==> config.mk <==
export PLATFORM = sky130hd
export DESIGN_NAME = syscall_unit
export DESIGN_NICKNAME = d
export VERILOG_FILES = /design/src/rtl/syscall_pkg.sv /design/src/rtl/syscall_fifo.sv /design/src/rtl/syscall_unit.sv
export SDC_FILE = /design/constraint.sdc
export NUM_CORES = 1
export LEC_CHECK = 0
export ABC_AREA = 1
export CAP_MARGIN = 15
export CORE_UTILIZATION = 50
export CTS_CLUSTER_DIAMETER = 200
export CTS_CLUSTER_SIZE = 8
export DETAILED_ROUTE_END_ITERATION = 12
export GPL_TIMING_DRIVEN = 0
export PLACE_DENSITY_LB_ADDON = 0.3
export SYNTH_ARGS = -nofsm -noshare
export SYNTH_HDL_FRONTEND = slang
export SYNTH_HIERARCHICAL = 1
export SYNTH_SLANG_ARGS = --single-unit
==> constraint.sdc <==
create_clock -name clk -period 4.1 [get_ports clk]
set_clock_uncertainty 0.15 [all_clocks]
set_input_delay 0.41 -clock clk [delete_from_list [all_inputs] [get_ports clk]]
set_output_delay 0.41 -clock clk [all_outputs]
set_load 0.01 [all_outputs]
==> src/rtl/syscall_pkg.sv <==
// rtl/syscall_pkg.sv - service codes and FSM state type for the syscall unit
package syscall_pkg;

  localparam int unsigned SYS_PRINT_INT  = 1;
  localparam int unsigned SYS_PRINT_CHAR = 11;
  localparam int unsigned SYS_EXIT       = 10;
  localparam int unsigned SYS_EXIT2      = 17;

  typedef enum logic [1:0] {
    IDLE   = 2'd0,
    DRAIN  = 2'd1,
    HALTED = 2'd2
  } syscallState_e;

endpackage

==> src/rtl/syscall_fifo.sv <==
// rtl/syscall_fifo.sv - valid/ready print queue, wrap-bit pointers, head read combinationally
module syscall_fifo #(
  parameter int WIDTH = 33,
  parameter int DEPTH = 4
) (
  input  logic             clk,
  input  logic             rst_n,
  input  logic             inValid,
  output logic             inReady,
  input  logic [WIDTH-1:0] inData,
  output logic             outValid,
  input  logic             outReady,
  output logic [WIDTH-1:0] outData
);

  localparam int AW = $clog2(DEPTH);

  logic [WIDTH-1:0] mem [DEPTH];
  logic [AW:0]      wrPtr;
  logic [AW:0]      rdPtr;
  logic             full;
  logic             empty;
  logic             push;
  logic             pop;

  // Same index with differing wrap bits means the writer lapped the reader.
  assign full     = (wrPtr[AW] != rdPtr[AW]) && (wrPtr[AW-1:0] == rdPtr[AW-1:0]);
  assign empty    = (wrPtr == rdPtr);
  assign inReady  = !full;
  assign outValid = !empty;
  assign outData  = mem[rdPtr[AW-1:0]];
  assign push     = inValid && inReady;
  assign pop      = outValid && outReady;

  always_ff @(posedge clk or negedge rst_n) begin
    if (!rst_n) begin
      wrPtr <= '0;
      rdPtr <= '0;
    end else begin
      if (push) wrPtr <= wrPtr + 1'b1;
      if (pop)  rdPtr <= rdPtr + 1'b1;
    end
  end

  always_ff @(posedge clk) begin
    if (push) mem[wrPtr[AW-1:0]] <= inData;
  end

endmodule

==> src/rtl/syscall_unit.sv <==
// rtl/syscall_unit.sv - syscall decode, print queue and exit/halt FSM
// Optional simulation trace of prints, unknown codes and halt: SYSCALL_TRACE_EN
module syscall_unit
  import syscall_pkg::*;
#(
  parameter int XLEN       = 32,
  parameter int FIFO_DEPTH = 4
) (
  input  logic            clk,
  input  logic            rst_n,
  input  logic            req_valid,
  input  logic [XLEN-1:0] req_v0,
  input  logic [XLEN-1:0] req_a0,
  output logic            req_ready,
  output logic            out_valid,
  output logic            out_is_char,
  output logic [XLEN-1:0] out_data,
  input  logic            out_ready,
  output logic            halt,
  output logic [XLEN-1:0] exit_code,
  output logic            bad_code,
  output logic [15:0]     call_count
);

  syscallState_e state;
  syscallState_e stateNext;

  logic            isPrintInt;
  logic            isPrintChar;
  logic            isPrint;
  logic            isExit;
  logic            isUnknown;
  logic            accept;
  logic            fifoInReady;
  logic            fifoOutValid;
  logic [XLEN:0]   fifoInData;
  logic [XLEN:0]   fifoOutData;
  logic [XLEN-1:0] printPayload;

  assign isPrintInt  = (req_v0 == XLEN'(SYS_PRINT_INT));
  assign isPrintChar = (req_v0 == XLEN'(SYS_PRINT_CHAR));
  assign isPrint     = isPrintInt || isPrintChar;
  assign isExit      = (req_v0 == XLEN'(SYS_EXIT)) || (req_v0 == XLEN'(SYS_EXIT2));
  assign isUnknown   = !isPrint && !isExit;

  assign printPayload = isPrintChar ? {{(XLEN-8){1'b0}}, req_a0[7:0]} : req_a0;
  assign fifoInData   = {isPrintChar, printPayload};
  assign accept       = req_valid && req_ready;

  always_comb begin
    stateNext = state;
    req_ready = 1'b0;
    case (state)
      IDLE: begin
        // Readiness only looks at the current fill level, so a same-cycle pop never frees a slot.
        req_ready = isPrint ? fifoInReady : 1'b1;
        if (req_valid && req_ready && isExit) stateNext = DRAIN;
      end
      DRAIN: begin
        if (!fifoOutValid) stateNext = HALTED;
      end
      HALTED: begin
        stateNext = HALTED;
      end
      default: begin
        stateNext = IDLE;
      end
    endcase
  end

  always_ff @(posedge clk or negedge rst_n) begin
    if (!rst_n) begin
      state      <= IDLE;
      exit_code  <= '0;
      bad_code   <= 1'b0;
      call_count <= '0;
    end else begin
      state <= stateNext;
      if (accept) begin
        if (call_count != 16'hFFFF) call_count <= call_count + 16'd1;
        if (isUnknown) bad_code <= 1'b1;
        if (isExit) exit_code <= (req_v0 == XLEN'(SYS_EXIT)) ? '0 : req_a0;
      end
    end
  end

  assign out_valid   = fifoOutValid && (state != HALTED);
  assign out_is_char = fifoOutData[XLEN];
  assign out_data    = fifoOutData[XLEN-1:0];
  assign halt        = (state == HALTED);

  syscall_fifo #(
    .WIDTH(XLEN + 1),
    .DEPTH(FIFO_DEPTH)
  ) u_fifo (
    .clk      (clk),
    .rst_n    (rst_n),
    .inValid  (accept && isPrint),
    .inReady  (fifoInReady),
    .inData   (fifoInData),
    .outValid (fifoOutValid),
    .outReady (out_ready && out_valid),
    .outData  (fifoOutData)
  );

`ifdef SYSCALL_TRACE_EN
  always @(posedge clk) begin
    if (rst_n) begin
      if (out_valid && out_ready) begin
        if (out_is_char) $display("syscall: print char '%c'", out_data[7:0]);
        else             $display("syscall: print int %0d", $signed(out_data));
      end
      if (accept && isUnknown) $display("syscall: warning, unknown service code v0=%0d", req_v0);
      if (state == DRAIN && stateNext == HALTED) $display("syscall: halted, exit_code=%0d", exit_code);
    end
  end
`endif

endmodule

* Word level (Yosys, flattened, before mapping)
Memories as Yosys holds them, arrays and structs flattened.
Cells that the tools add are included.
** Word-level totals
- Bits in registers :: 57
- Memory bits (writable) :: 132
- Input bits :: 68
- Output and inout port bits :: 85
- Logic and storage cells :: 53
- Memories kept :: 1
** Memory list
- u_fifo.mem :: words 4, width 33, rd ports 1, clocked after memory_dff 0, write ports 1, line syscall_fifo.sv:18 : logic [WIDTH-1:0] mem [DEPTH];
** Operators by class
- $add $sub $neg :: 3
- Equality and inequality tests :: 13
- Multiplexer cells :: 9
- Reductions and logical operators :: 21
** Operators by type and width (count)
- == test 32 x 4 -> 1 bit, second input constant :: 2
- two-way mux 32 bit :: 2
- == test 32 x 1 -> 1 bit, second input constant :: 1
- == test 32 x 5 -> 1 bit, second input constant :: 1
- adder 16 x 1 -> 16 bit, second input constant :: 1
- != test 16 bit, second input constant :: 1
- logical AND 1 bit :: 10
- AND reduction 2 bit :: 4
- adder 3 x 1 -> 3 bit, second input constant :: 2
- case mux 2 bit (3 select lines) :: 1
- zero test 1 bit :: 4
- two-way mux 1 bit :: 4
- two-way mux 2 bit :: 2
- != test 2 bit, second input constant :: 2
- == test 3 bit :: 1
- == test 2 x 1 -> 1 bit, second input constant :: 1
- == test 2 bit :: 1
- == test 2 bit, second input constant :: 1
- zero test 2 bit :: 1
- logical OR 1 bit :: 2
- != test 2 x 1 -> 1 bit, second input constant :: 1
- != test 1 bit :: 1

* Depth between registers and ports, before layout
Gate-level depths: netlist of run 1.
- Depth after elaboration :: 10
- Mapped depth :: 15
- Depth with buffers taken out :: 15

* Hierarchy
Netlist of run 1, hierarchy kept.
** By module, submodules not included
- syscall_fifo :: instances 1, cells each 380, area an instance 5330.1 sq um, seq. area each 4113.9 sq um
- syscall_unit :: instances 1, cells each 438, area an instance 3094.2 sq um, seq. area each 1276.2 sq um

* Least setup slack after synthesis of run 1
No wires, ideal clock.
- Kind :: reg-to-reg
- Start point :: register u_fifo.rdPtr[1]
- End point :: memory u_fifo.mem[0][0], enable pin
- Library setup time :: 0.423 ns
- Arrival :: 2.918 ns
- Data required time :: 3.527 ns
- Setup slack :: 0.609 ns
- Stages on the path, launching flop included :: 13
- Path buffers :: 1
- Period minus slack after synthesis :: 3.491 ns
- Cell sequence :: dfrtp_1 > buf_6 > inv_2 > nand2_1 > nand2_2 > nand3_4 > inv_1 > nand3_2 > nand3_2 > or2_2 > inv_1 > nand2_4 > nor2_1
** Between the ends
- Longest elaborated chain between the ends :: 10
** RTL lines
- from (decl) :: line syscall_fifo.sv:20 : logic [AW:0] rdPtr;
- from (signal assigned) :: line syscall_fifo.sv:41 : if (pop) rdPtr <= rdPtr + 1'b1;
- == test 2 bit * :: line syscall_fifo.sv:27 : assign full = (wrPtr[AW] != rdPtr[AW]) && (wrPtr[AW-1:0] == rdPtr[AW-1:0]);
- logical AND 1 bit * :: line syscall_fifo.sv:27
- zero test 1 bit * :: line syscall_fifo.sv:29 : assign inReady = !full;
- named net fifoInReady :: line syscall_unit.sv:34 : logic fifoInReady;
- two-way mux 1 bit :: line syscall_unit.sv:56 : req_ready = isPrint ? fifoInReady : 1'b1;
- two-way mux 1 bit :: line syscall_unit.sv:53 : case (state)
- logical AND 1 bit :: line syscall_unit.sv:48 : assign accept = req_valid && req_ready;
- logical AND 1 bit :: line syscall_unit.sv:98 : .inValid (accept && isPrint),
- logical AND 1 bit * :: line syscall_fifo.sv:32 : assign push = inValid && inReady;
- two-way mux 1 bit * :: line syscall_fifo.sv:46 : if (push) mem[wrPtr[AW-1:0]] <= inData;
- two-way mux 1 bit (implied by the code) * :: line syscall_fifo.sv:46
- to (decl) :: line syscall_fifo.sv:18
The timed path passes the listed nets; every way through them passes the cells marked *.

* Worst setup path after layout of run 1
- Start point :: register u_fifo.rdPtr[1]
- End point :: output out_data[13]
** Between the ends
- Longest elaborated chain between the ends :: 1
** RTL lines
- memory (4 x 33 bit)
- to (decl) :: line syscall_unit.sv:17 : output logic [XLEN-1:0] out_data,
Every way passes these cells.

==> impl_metrics.ini, run 1 <==
[routing]
routed.top_layer = met4
dr.pass1.iters = 5
vias_per_cell = 5.16
wl_met3_um = 1630
wl_met1_um = 8310
ant_nets = 0
wl_um = 20100
first_iter_violations = 487
wl_per_cell_um = 16.4
routed-wl-met2_um = 9790
vias = 6333
drc = 0

[pwr]
peakVddDrop_uv = 288
p_leak_nw = 4.55
intPower_mw = 3.16
power.switching_mw = 0.824
swShare = 0.207
p_seq_frac = 0.525
power_mw = 3.98
pwr-share-clk = 0.415
p_comb_frac = 0.060
p_per_area_nw_per_um2 = 364

[synth]
ys_types = 36
yosys.area.top_type_share = 0.471
ys_warn_count = 6
synth-async-reset-ratio = 0.302
synth_edf_count = 132
synthCells = 818
synth-main-ff-cell = edfxtp_1
syn_nets = 896
yosysMostFrequentCell = nand2_1
synthTopCellsByArea = edfxtp_1, dfrtp_1, nand2_1
yosys_register_bits = 189
yosysSeqAreaShare = 0.640
synth_common_cells = nand2_1, nor2_1, edfxtp_1, o21ai_0, inv_1
yosysTopAreaCell = edfxtp_1
syn_area_per_cell_sq_um = 10.3
syn_area_sq_um = 8420

[placement]
place.port_buffers = 152
place_congestion = 0.809
dp_hpwl_um = 13700
dpl.cell_count = 1194
pre_cts_ws_ps = 698

[layout]
syn2layout_area_growth_pct = 29.7
final_cell_count_no_fill = 1227
nFillCells = 1248
num-nets-final = 1072
drive_gt1_frac = 0.0884
num_antenna_cells = 0

[job]
maxCapViolCount = 0

[global_route]
grt_use_total = 0.238
grt_pass1_vias = 6204
grt_max_degree = 40
antenna_found_initial = 0
grt_pass1_wl_um = 31800
overflow = 0

[timing]
rsz0062_at_grt = false
final-setup-viol-count = 0
post-route-min-period_ps = 3120
max_slew_margin = 0.456
max_freq_ghz = 0.320
fin_ws_ps = 976
fin_tns_setup_ps = 0
finalMaxSlewViolations = 0
finalCritPeriodShare = 0.762
tightest_slew_ps = 815
hold_viol = 0

[setup_path]
worst-path-max-fanout = 10
critical_path.startpoint_type = flop
end_kind = output pin
required_ps = 3540
cp.arrival_ps = 2560
criticalPathCategory = flop to output pin

[clock_network]
cts.sinks = 189
clk_latency_ps = 420
cts_resized = 0
cts_root_buf = clkbuf_16
clkTransAtPathRegs_ps = 70
htree_num_levels = 4
cts_buffer_depth = 2
cts_buffers = 17
cts_tree = yes

[status]
status = finished, final reports clean

[die]
die_height_um = 132
coreArea_sq_um = 16500
rows = 47
chipWidth_um = 132
io_pins = 153
start_util = 0.510
die_area_sq_um = 17400

[hold_path]
hp-class = primary input to async pin
[critical path: stages (launching register included)]
cell and delay (ps):
dfrtp_1 400, buf_6 150, inv_2 130, clkbuf_1 400, o21ai_0 180, o22ai_1 290, clkdlybuf4s50_1 600
[routing by layer]
layer  GRT usage  vias to the layer above
li1            -                     3074
met1       0.298                     2998
met2       0.399                      234
met3      0.0681                       27
met4      0.0820                        0
met5           0                        -
[state kept, by name, summed over array words and instances (netlist names)]
register	count
exit_code	32
call_count	16
u_fifo/rdPtr	3
state	2
u_fifo/wrPtr	3
bad_code	1
u_fifo/mem	132
[worst paths after layout]
kind	end	slack, ps	startpoint	cells after the start
max	out_data[13]	980	u_fifo/rdPtr[1]$_DFFE_PN0P_	6
min	exit_code[9]$_DFFE_PN0P_	340	rst_n	2
max reg2reg	u_fifo/mem[3][1]$_DFFE_PP_	1010	u_fifo/rdPtr[0]$_DFFE_PN0P_	13
min reg2reg	bad_code$_DFFE_PN0P_	340	bad_code$_DFFE_PN0P_	1
max in group asynchronous	u_fifo/wrPtr[1]$_DFFE_PN0P_	2880	rst_n	3
min in group clk	bad_code$_DFFE_PN0P_	340	bad_code$_DFFE_PN0P_	1
[cell usage in the layout (no fill, tap or decap), types with 2 or more instances in the layout]
cell type / count
nand2_1: 172
clkdlybuf4s50_1: 151
nor2_1: 147
edfxtp_1: 132
o21ai_0: 94
inv_1: 61
dfrtp_1: 57
o22ai_1: 33
clkbuf_16: 17
clkbuf_1: 15
nand3_1: 13
buf_2: 11
ha_1: 10
buf_6: 9
xor2_1: 8
nor2_4: 7
xnor2_1: 7
buf_4: 5
nand2_2: 5
nor2_2: 4
inv_2: 4
o21ai_1: 4
buf_12: 4
nand4_1: 3
nand3_4: 3
clkinv_4: 3
inv_6: 3
bufinv_16: 3
nor3_1: 2
nand3_2: 2
nand2_4: 2
nand4_2: 2
[final cells by class]
class                      instances  area [sq um]  share of cell area
sequential                       189          5390               0.493
multi-input combinational        527          2570               0.236
timing repair buffer             157          1610               0.147
clock buffer                      20           437              0.0400
tap                              220           275              0.0252
inverter                          65           244              0.0223
buffer                            37           238              0.0218
clock inverter                    12           160              0.0147
[timing repair]
action | CTS | global route
hold buffers | 1 | 0
hold endpoints to repair | 18 | 0
setup buffers | 0 | 0
[power groups by stage]
| stage | combinational, mW | clock (mW) | sequential [mW] |
|---|---|---|---|
| floorplan | 0.0833 | 0 | 2.13 |
| global placement | 0.231 | 0 | 2.13 |
| detailed placement | 0.237 | 0 | 2.13 |
| CTS | 0.239 | 1.68 | 2.09 |
| global route | 0.265 | 1.75 | 2.09 |
| finish | 0.238 | 1.65 | 2.09 |
[per-stage QoR]
step            util  cell area (sq um)  hold slack, ps
4_1_cts        0.661              10900             332
3_5_place_dp   0.624              10300             237
2_1_floorplan      -               8420           -35.6
3_3_place_gp   0.619              10200             311
5_1_grt        0.661              10900             368
6_report       0.661              10900             335
[cells by family (layout without fill, tap and decap cells)]
| kind of cell | after synthesis | after routing | synth area share |
|---|---|---|---|
| compound gates | 134 | 134 | 0.0854 |
| xor+xnor | 15 | 15 | 0.0156 |
| fa+ha+maj | 10 | 10 | 0.0149 |
| buf+inv | 102 | 291 | 0.0572 |
| flops | 189 | 189 | 0.640 |
| simple gates | 368 | 368 | 0.187 |
(Power assumes the default switching activity.)
==> inputs of run 2 (changes only) <==
- CORE_UTILIZATION: 50 -> 48
- clock period: 4.1 -> 2.8 ns (I/O delays scaled with it)
==> impl_metrics.ini, run 2 (synthesis gave the netlist of run 1 again) <==
[global_route]
use_met3 = 0.0571
grtUsageMet1 = 0.295
grt.busiest_layer = met2
use_met2 = 0.392
grt_pass1_wl_um = 31900
antenna_found_initial = 0
grt_max_degree = 38
grt_use_total = 0.235
overflow = 0
grt_pass1_vias = 6147

[placement]
place.port_buffers = 152
dpl.cell_count = 1199
dp_hpwl_um = 13900
placed_area_sq_um = 10300
pre_cts_ws_ps = -680
place_congestion = 0.776

[setup_path]
ff2ff_setup_slack_ps = 210
r2r_end = u_fifo/mem[3][7]$_DFFE_PP_
required_ps = 2370
end_kind = output pin
criticalPathCategory = flop to output pin
worst-path-max-fanout = 10
cp.arrival_ps = 2290
rr_startpoint = u_fifo/rdPtr[1]$_DFFE_PN0P_
critical_path.startpoint_type = flop
reg2reg_depth = 15

[die]
io_pins = 153
start_util = 0.489
die_area_sq_um = 18100
rows = 48
coreArea_sq_um = 17200
chipWidth_um = 134
die_height_um = 134

[timing]
rsz0062_at_grt = false
whs_ps = 220
fin_tns_setup_ps = 0
fin_ws_ps = 82.4
finalCritPeriodShare = 0.971
max_slew_margin = 0.630
finalMaxSlewViolations = 0
post-route-min-period_ps = 2720
final-setup-viol-count = 0
tightest_slew_ps = 554
hold_viol = 0
max_freq_ghz = 0.368

[clock_network]
cts_buffer_depth = 2
clkTransAtPathRegs_ps = 70
htree_num_levels = 4
cts.sinks = 189
cts_buffers = 17
cts_tree = yes
cts_root_buf = clkbuf_16
clk_latency_ps = 430

[layout]
syn2layout_area_growth_pct = 31.0
final_cell_count_no_fill = 1240
final_cell_mix = nand2_1, clkdlybuf4s50_1, nor2_1
drive_gt1_frac = 0.107
num-nets-final = 1080
largest_reg_flops = 132
nFillCells = 1349
final_util = 0.640
final_common_cell = nand2_1
num_antenna_cells = 0
final_design_area_no_fill_sq_um = 11000

[status]
status = finished, final reports clean

[pwr]
p_leak_nw = 4.60
p_per_area_nw_per_um2 = 513
power_mw = 5.66
peakVddDrop_uv = 438

[job]
maxCapViolCount = 0

[routing]
wl_um = 20400
vias = 6343
drc = 0
dr.pass1.iters = 5
wl_per_cell_um = 16.5
ant_nets = 0
vias_per_cell = 5.12
first_iter_violations = 450

[hold_path]
hp-class = primary input to async pin
-- run 2: changes by cell type in the layout (fill, tap and decap cells not counted), sizes merged --
cell           delta
clkinvlp          +1
clkdlybuf4s50     -1
buf               +7
clkbuf            +1
clkinv            +1
dlygate4sd2       +1
bufinv            -2
-- run 2: layout make-up --
class	instances	area, sq um	share of cell area
Buffer	37	249	0.0226
Clock buffer	21	440	0.0399
Clock inverter	11	111	0.0101
Inverter	65	250	0.0227
Multi-Input combinational cell	527	2580	0.234
Sequential cell	189	5390	0.489
Tap cell	225	282	0.0255
Timing Repair Buffer	164	1720	0.156
Timing Repair inverter	1	7.51	0.000680
-- run 2: worst max-delay path: stages (launching register included) --
cell and delay, ps:
dfrtp_2 460, inv_2 120, buf_4 200, buf_6 180, nor2_1 60, o22ai_1 250, clkdlybuf4s50_1 590
-- run 2: worst max path at each step --
stage	end	start	cells past startpoint	slack, ps
floorplan	u_fifo/mem[0][0]$_DFFE_PP_	u_fifo/rdPtr[1]$_DFFE_PN0P_	12	-150
global placement	u_fifo/mem[0][2]$_DFFE_PP_	req_v0[4]	12	-1180
detailed placement	u_fifo/mem[3][2]$_DFFE_PP_	req_v0[3]	15	-680
CTS	out_data[13]	u_fifo/rdPtr[0]$_DFFE_PN0P_	5	20
global route	out_data[18]	u_fifo/rdPtr[0]$_DFFE_PN0P_	6	30
finish	out_data[13]	u_fifo/rdPtr[0]$_DFFE_PN0P_	6	80
-- run 2: per-layer routing --
layer  vias up  share of wire
met5         -              0
met4         0          0.020
met3        33          0.074
met2       241           0.49
met1      2966           0.42
li1       3103              -
-- run 2: what timing repair did --
action | in CTS | in global routing
hold buffers | 1 | 0
cloned | 1 | 0
endpoints found under the setup margin | 121 | 65
endpoints found under the hold margin | 20 | 0
pin swaps | 4 | 0
buffers inserted | 7 | 0
resized for setup | 9 | 10
-- run 2: power by group --
group | total, mW | switching (mW) | internal (mW) | leakage [nW]
Combinational | 0.347 | 0.162 | 0.186 | 2.37
Sequential | 3.06 | 0.0366 | 3.02 | 1.96
Clock | 2.26 | 1.02 | 1.24 | 0.268
Total | 5.66 | 1.22 | 4.45 | 4.60
==> inputs of run 3 (changes only) <==
- CORE_ASPECT_RATIO: default -> 1.5
- TNS_END_PERCENT: default -> 50
==> impl_metrics.ini, run 3 (synthesis gave the netlist of run 1 again) <==
[setup_path]
criticalPathCategory = flop to output pin
required_ps = 2370
critical_path.startpoint_type = flop
path_cells = inv_2, buf_4, buf_6, nor2_1, o22ai_1, clkdlybuf4s50_1
worst-path-max-fanout = 10
cpMaxStageDelayCell = clkdlybuf4s50_1
reg2reg_depth = 13
end_kind = output pin
cp.arrival_ps = 2300
critPathMaxStageDelay_ps = 590

[job]
maxCapViolCount = 0

[placement]
placed_area_sq_um = 10300
pre_cts_ws_ps = -532
dpl.cell_count = 1187
place_congestion = 0.818
dp_hpwl_um = 14300
place.port_buffers = 152

[layout]
largest_reg_flops = 132
final_common_cell = nand2_1
multiInputGateArea_sq_um = 2600
nFillCells = 1358
ff_latch_area_sq_um = 5390
drive_gt1_frac = 0.111
final_cell_count_no_fill = 1226
num_antenna_cells = 0
syn2layout_area_growth_pct = 30.9
final_design_area_no_fill_sq_um = 11000
final_cell_mix = nand2_1, clkdlybuf4s50_1, nor2_1
num-nets-final = 1078

[clock_network]
cts_buffer_depth = 2
cts.sinks = 189
clkTransAtPathRegs_ps = 70
cts_buffers = 17
cts_root_buf = clkbuf_16
htree_num_levels = 4
cts_tree = yes
clk_latency_ps = 440

[die]
io_pins = 153
die_height_um = 164
die_area_sq_um = 18100
start_util = 0.488
chipWidth_um = 110
coreArea_sq_um = 17300
rows = 59

[timing]
finalCritPeriodShare = 0.976
tightest_slew_ps = 879
final-setup-viol-count = 0
post-route-min-period_ps = 2730
rsz0062_at_grt = false
max_freq_ghz = 0.366
hold_viol = 0
finalMaxSlewViolations = 0
fin_ws_ps = 65.8
max_slew_margin = 0.414

[routing]
ant_nets = 0
first_iter_violations = 467
vias = 6382
vias_per_cell = 5.21
drc = 0
wl_per_cell_um = 16.9
dr.pass1.iters = 5
wl_um = 20700

[global_route]
grt_pass1_wl_um = 32200
overflow = 0
antenna_found_initial = 0
grt_use_total = 0.240
grt_pass1_vias = 6405
grt_max_degree = 37

[pwr]
p_per_area_nw_per_um2 = 529
p_leak_nw = 4.62
peakVddDrop_uv = 389

[status]
status = finished, final reports clean

[hold_path]
hp-class = flop to flop
min_path_cells = 1
==> run 3: final cells by class <==
class | count | share of cell area
flip-flops and latches | 189 | 0.489
multi-input cells | 527 | 0.236
repair buffers | 163 | 0.151
clock buffers | 18 | 0.0389
well taps | 213 | 0.0242
inverters | 65 | 0.0228
plain buffers | 37 | 0.0226
clock inverters | 14 | 0.0162
==> run 3: where the power goes <==
group,switching (mW),internal (mW),leakage (nW)
clock network,1.15,1.28,0.295
registers,0.0375,3.02,1.97
logic,0.160,0.186,2.36
total,1.34,4.49,4.62
==> run 3: repair_timing <==
action | in CTS | in global routing
hold buffers | 1 | 0
buffers inserted | 3 | 3
pin swaps | 2 | 2
endpoints found under the setup margin | 99 | 110
resized for setup | 9 | 17
endpoints found under the hold margin | 35 | 0
==> run 3: metrics by stage <==
stage	hold slack, ps	utilization	TNS (ps)	power (mW)
after CTS	343	0.635	0	5.84
final	343	0.638	0	5.83
after detailed placement	298	0.597	-39530	3.46
after global placement	311	0.592	-187460	3.45
after global routing	357	0.638	0	6.01
after floorplan	-166	-	-15130	3.25
==> run 3: worst max-delay path: cells and delay by family (launching register included) <==
kind,cells,cell delay (ps)
AOI/OAI and AO/OA,1,270
buffers and inverters,4,1070
DFF,1,460
and+or+nand+nor,1,50
==> run 3: path summary, 6_finish.rpt <==
kind                                              from  slack [ps]                           to
min                               bad_code$_DFFE_PN0P_         340         bad_code$_DFFE_PN0P_
max reg2reg                u_fifo/rdPtr[1]$_DFFE_PN0P_         190  u_fifo/mem[2][16]$_DFFE_PP_
max                        u_fifo/rdPtr[0]$_DFFE_PN0P_          70                 out_data[17]
min in group asynchronous                        rst_n         400    exit_code[14]$_DFFE_PN0P_
min reg2reg                       bad_code$_DFFE_PN0P_         340         bad_code$_DFFE_PN0P_
max in group asynchronous                        rst_n        1470  u_fifo/rdPtr[0]$_DFFE_PN0P_
==> run 3: metal layers <==
layer / part of all wire / wire length [um] / GRT usage
met3: 0.051 / 1060 / 0.0532
met1: 0.38 / 7860 / 0.275
met4: 0.023 / 481 / 0.0855
met5: 0 / 0 / 0
met2: 0.54 / 11300 / 0.433
==> patch: new RTL, flow settings as in run 2 <==
`XLEN`: 32 -> 16.
--- a/src/rtl/syscall_unit.sv
+++ b/src/rtl/syscall_unit.sv
@@ -3,7 +3,7 @@
 module syscall_unit
   import syscall_pkg::*;
 #(
-  parameter int XLEN       = 32,
+  parameter int XLEN       = 16,
   parameter int FIFO_DEPTH = 4
 ) (
   input  logic            clk,
Ports: changed (resized exit_code, out_data, req_a0 and req_v0); port bits go from 153 to 89. No check against the original RTL was run, so the function may have changed too.
==> patch against run 2 <==
Sequential share of layout area shrank 2.3 points; power down 43%; setup slack improved by 0.071 ns; via count shrank 38%; area after synthesis down 38%; cell area fell by 40%; sequential cell count fell by 80; routed wire length fell by 41%; largest power group unchanged; first-iteration DRC count fell by 60%; global-route usage down 0.66 points; clock power shrank 61%; register-to-register slack about the same.
==> patch: results (changes against run 2) <==
worst_setup_path:
  slowest_delay_ns: 0.49  # was 0.59 ns
  r2r-start: "u_fifo/rdPtr[1]"  # unchanged
  r2r_cells: 14  # was 15
  path_max_fanout: 10  # unchanged
  reg2reg_to: "u_fifo/mem[3][9]"  # was u_fifo/mem[3][7]
  critPathTopFamily: "buffers and inverters"  # unchanged
  r2r_setup_slack_ns: 0.21  # about the same
  worstPathArrival_ns: 2.22  # was 2.29 ns
global_route:
  grt_pass1_wl_um: 19900  # was 31900 um
  grt.met1_usage_pct: 27.2  # was 29.5%
  globalRouteMet3Util_pct: 6.74  # was 5.71%
  gr-total-overflow: 0  # unchanged
  grt_pass1_vias: 4096  # was 6147
  grt_max_degree: 31  # was 38
  grt_usage_pct: 22.9  # was 23.5%
  grt_use_met2_pct: 40.5  # was 39.2%
yosys:
  synthFlopType: "edfxtp_1"  # unchanged
  yosysSeqAreaShare_pct: 58.8  # was 64.0%
  synth-edff-count: 68  # was 132
  synthTopCellsByCount: "128 x nand2_1, 84 x nor2_1, 68 x edfxtp_1"  # was 172 x nand2_1, 150 x nor2_1, 132 x edfxtp_1
  synthTopCellsByArea: "edfxtp_1 39%, dfrtp_1 20%, nand2_1 9.2%, nor2_1 6.0%, o21ai_0 3.3%"  # was edfxtp_1 47%, dfrtp_1 17%, nand2_1 7.7%, nor2_1 6.7%, o21ai_0 5.6%
  async_flop_share_pct: 37.6  # was 30.2%
  synth_nets: 573  # was 896
  yosys.cell_types.count: 39  # was 36
layout:
  drive_above_1_share_pct: 14.1  # was 10.7%
  largest_register_ffs: 68  # was 132
  fin_nets: 679  # was 1080
place:
  pre_cts_ws_ns: -0.435  # was -0.680 ns
  port_buffers: 88  # was 152
  place_congestion: 0.827  # was 0.776
  dp_hpwl_um: 8470  # was 13900 um
  post_dp_cell_area_um2: 6310  # was 10300 um2
route:
  drt_iter0_markers: 179  # was 450
  wl_per_cell_um: 15.5  # was 16.5 um
  dr_total_vias: 3929  # was 6343
power_and_ir_drop:
  leakagePower_nw: 2.81  # was 4.60 nW
  max-vdd-ir-drop_uv: 350  # was 438 uV
sta:
  worstMarginPinSlew_ns: 0.945  # was 0.554 ns
  final.min_clock_period_ns: 2.65  # was 2.72 ns
clock_tree:
  htree_levels: 3  # was 4
  root_buffer: "clkbuf_8"  # was clkbuf_16
  numCtsBuffers: 9  # was 17
  clk_pin_slew_ns: 0.10  # was 0.07 ns
  clock_latency_ns: 0.36  # was 0.43 ns
  cts_buffer_depth: 2  # unchanged
run_status:
  status: "complete, no violations"  # unchanged
-- patch: worst register-to-register path: cells and delay by family, from the launching register on --
family / cells / cell delay (ns)
buffers and inverters: 6 / 0.66
flip-flops: 1 / 0.43
AND/OR/NAND/NOR: 8 / 1.05
-- patch: what timing repair did --
item,in CTS,in global routing
gates resized for setup,5,5
hold buffers,1,0
pin swaps,2,1
gates cloned,0,0
buffers inserted,3,1
endpoints found under the hold margin,41,0
endpoints found under the setup margin,65,30
-- patch: metrics by stage --
stage / std cells / hold WS (ns)
floorplan: 527 / -0.166
global placement: 751 / 0.312
detailed placement: 753 / 0.0420
CTS: 773 / 0.162
global route: 774 / 0.191
finish: 774 / 0.182
-- patch: kinds of logic (layout without fill, tap and decap cells) --
group,count (synthesis),after routing,share of synthesized area (%)
AOI/OAI and AO/OA,52,52,5.44
xor gates and xnor gates,14,14,2.35
adders and majority gates,10,10,2.40
buffers and inverters,60,171,5.49
DFF,109,109,58.8
and+or+nand+nor,282,282,25.5
-- patch: report_power, final --
part | switching, mW | leakage, nW | internal, mW | total [mW]
combinational | 0.292 | 1.55 | 0.250 | 0.542
sequential | 0.0626 | 1.18 | 1.76 | 1.82
clock | 0.543 | 0.0898 | 0.337 | 0.879
-- patch: per-layer routing --
metal  up-vias  share of wire (%)
met5         -                  0
met2       126                 52
met3         8                6.4
li1       1935                  -
met1      1860                 41
met4         0               0.71
-- patch: final cells by class --
| cell class | count | area [um2] |
|---|---|---|
| clock buffers | 9 | 124 |
| multi-input cells | 358 | 1890 |
| repair buffers | 95 | 988 |
| plain buffers | 15 | 118 |
| inverters | 45 | 178 |
| fillers | 867 | 3830 |
| well taps | 136 | 170 |
| flip-flops and latches | 109 | 3070 |
| clock inverters | 7 | 57.6 |
-- patch: worst max-delay path by stage --
| stage | start | to |
|---|---|---|
| finish | u_fifo/rdPtr[0] | req_ready |
| CTS | u_fifo/wrPtr[0] | u_fifo/mem[0][8] |
| global placement | req_v0[4] | u_fifo/mem[0][9] |
| detailed placement | req_v0[4] | u_fifo/mem[2][9] |
| global route | u_fifo/rdPtr[0] | out_data[6] |
| floorplan | u_fifo/rdPtr[1] | u_fifo/mem[0][0] |
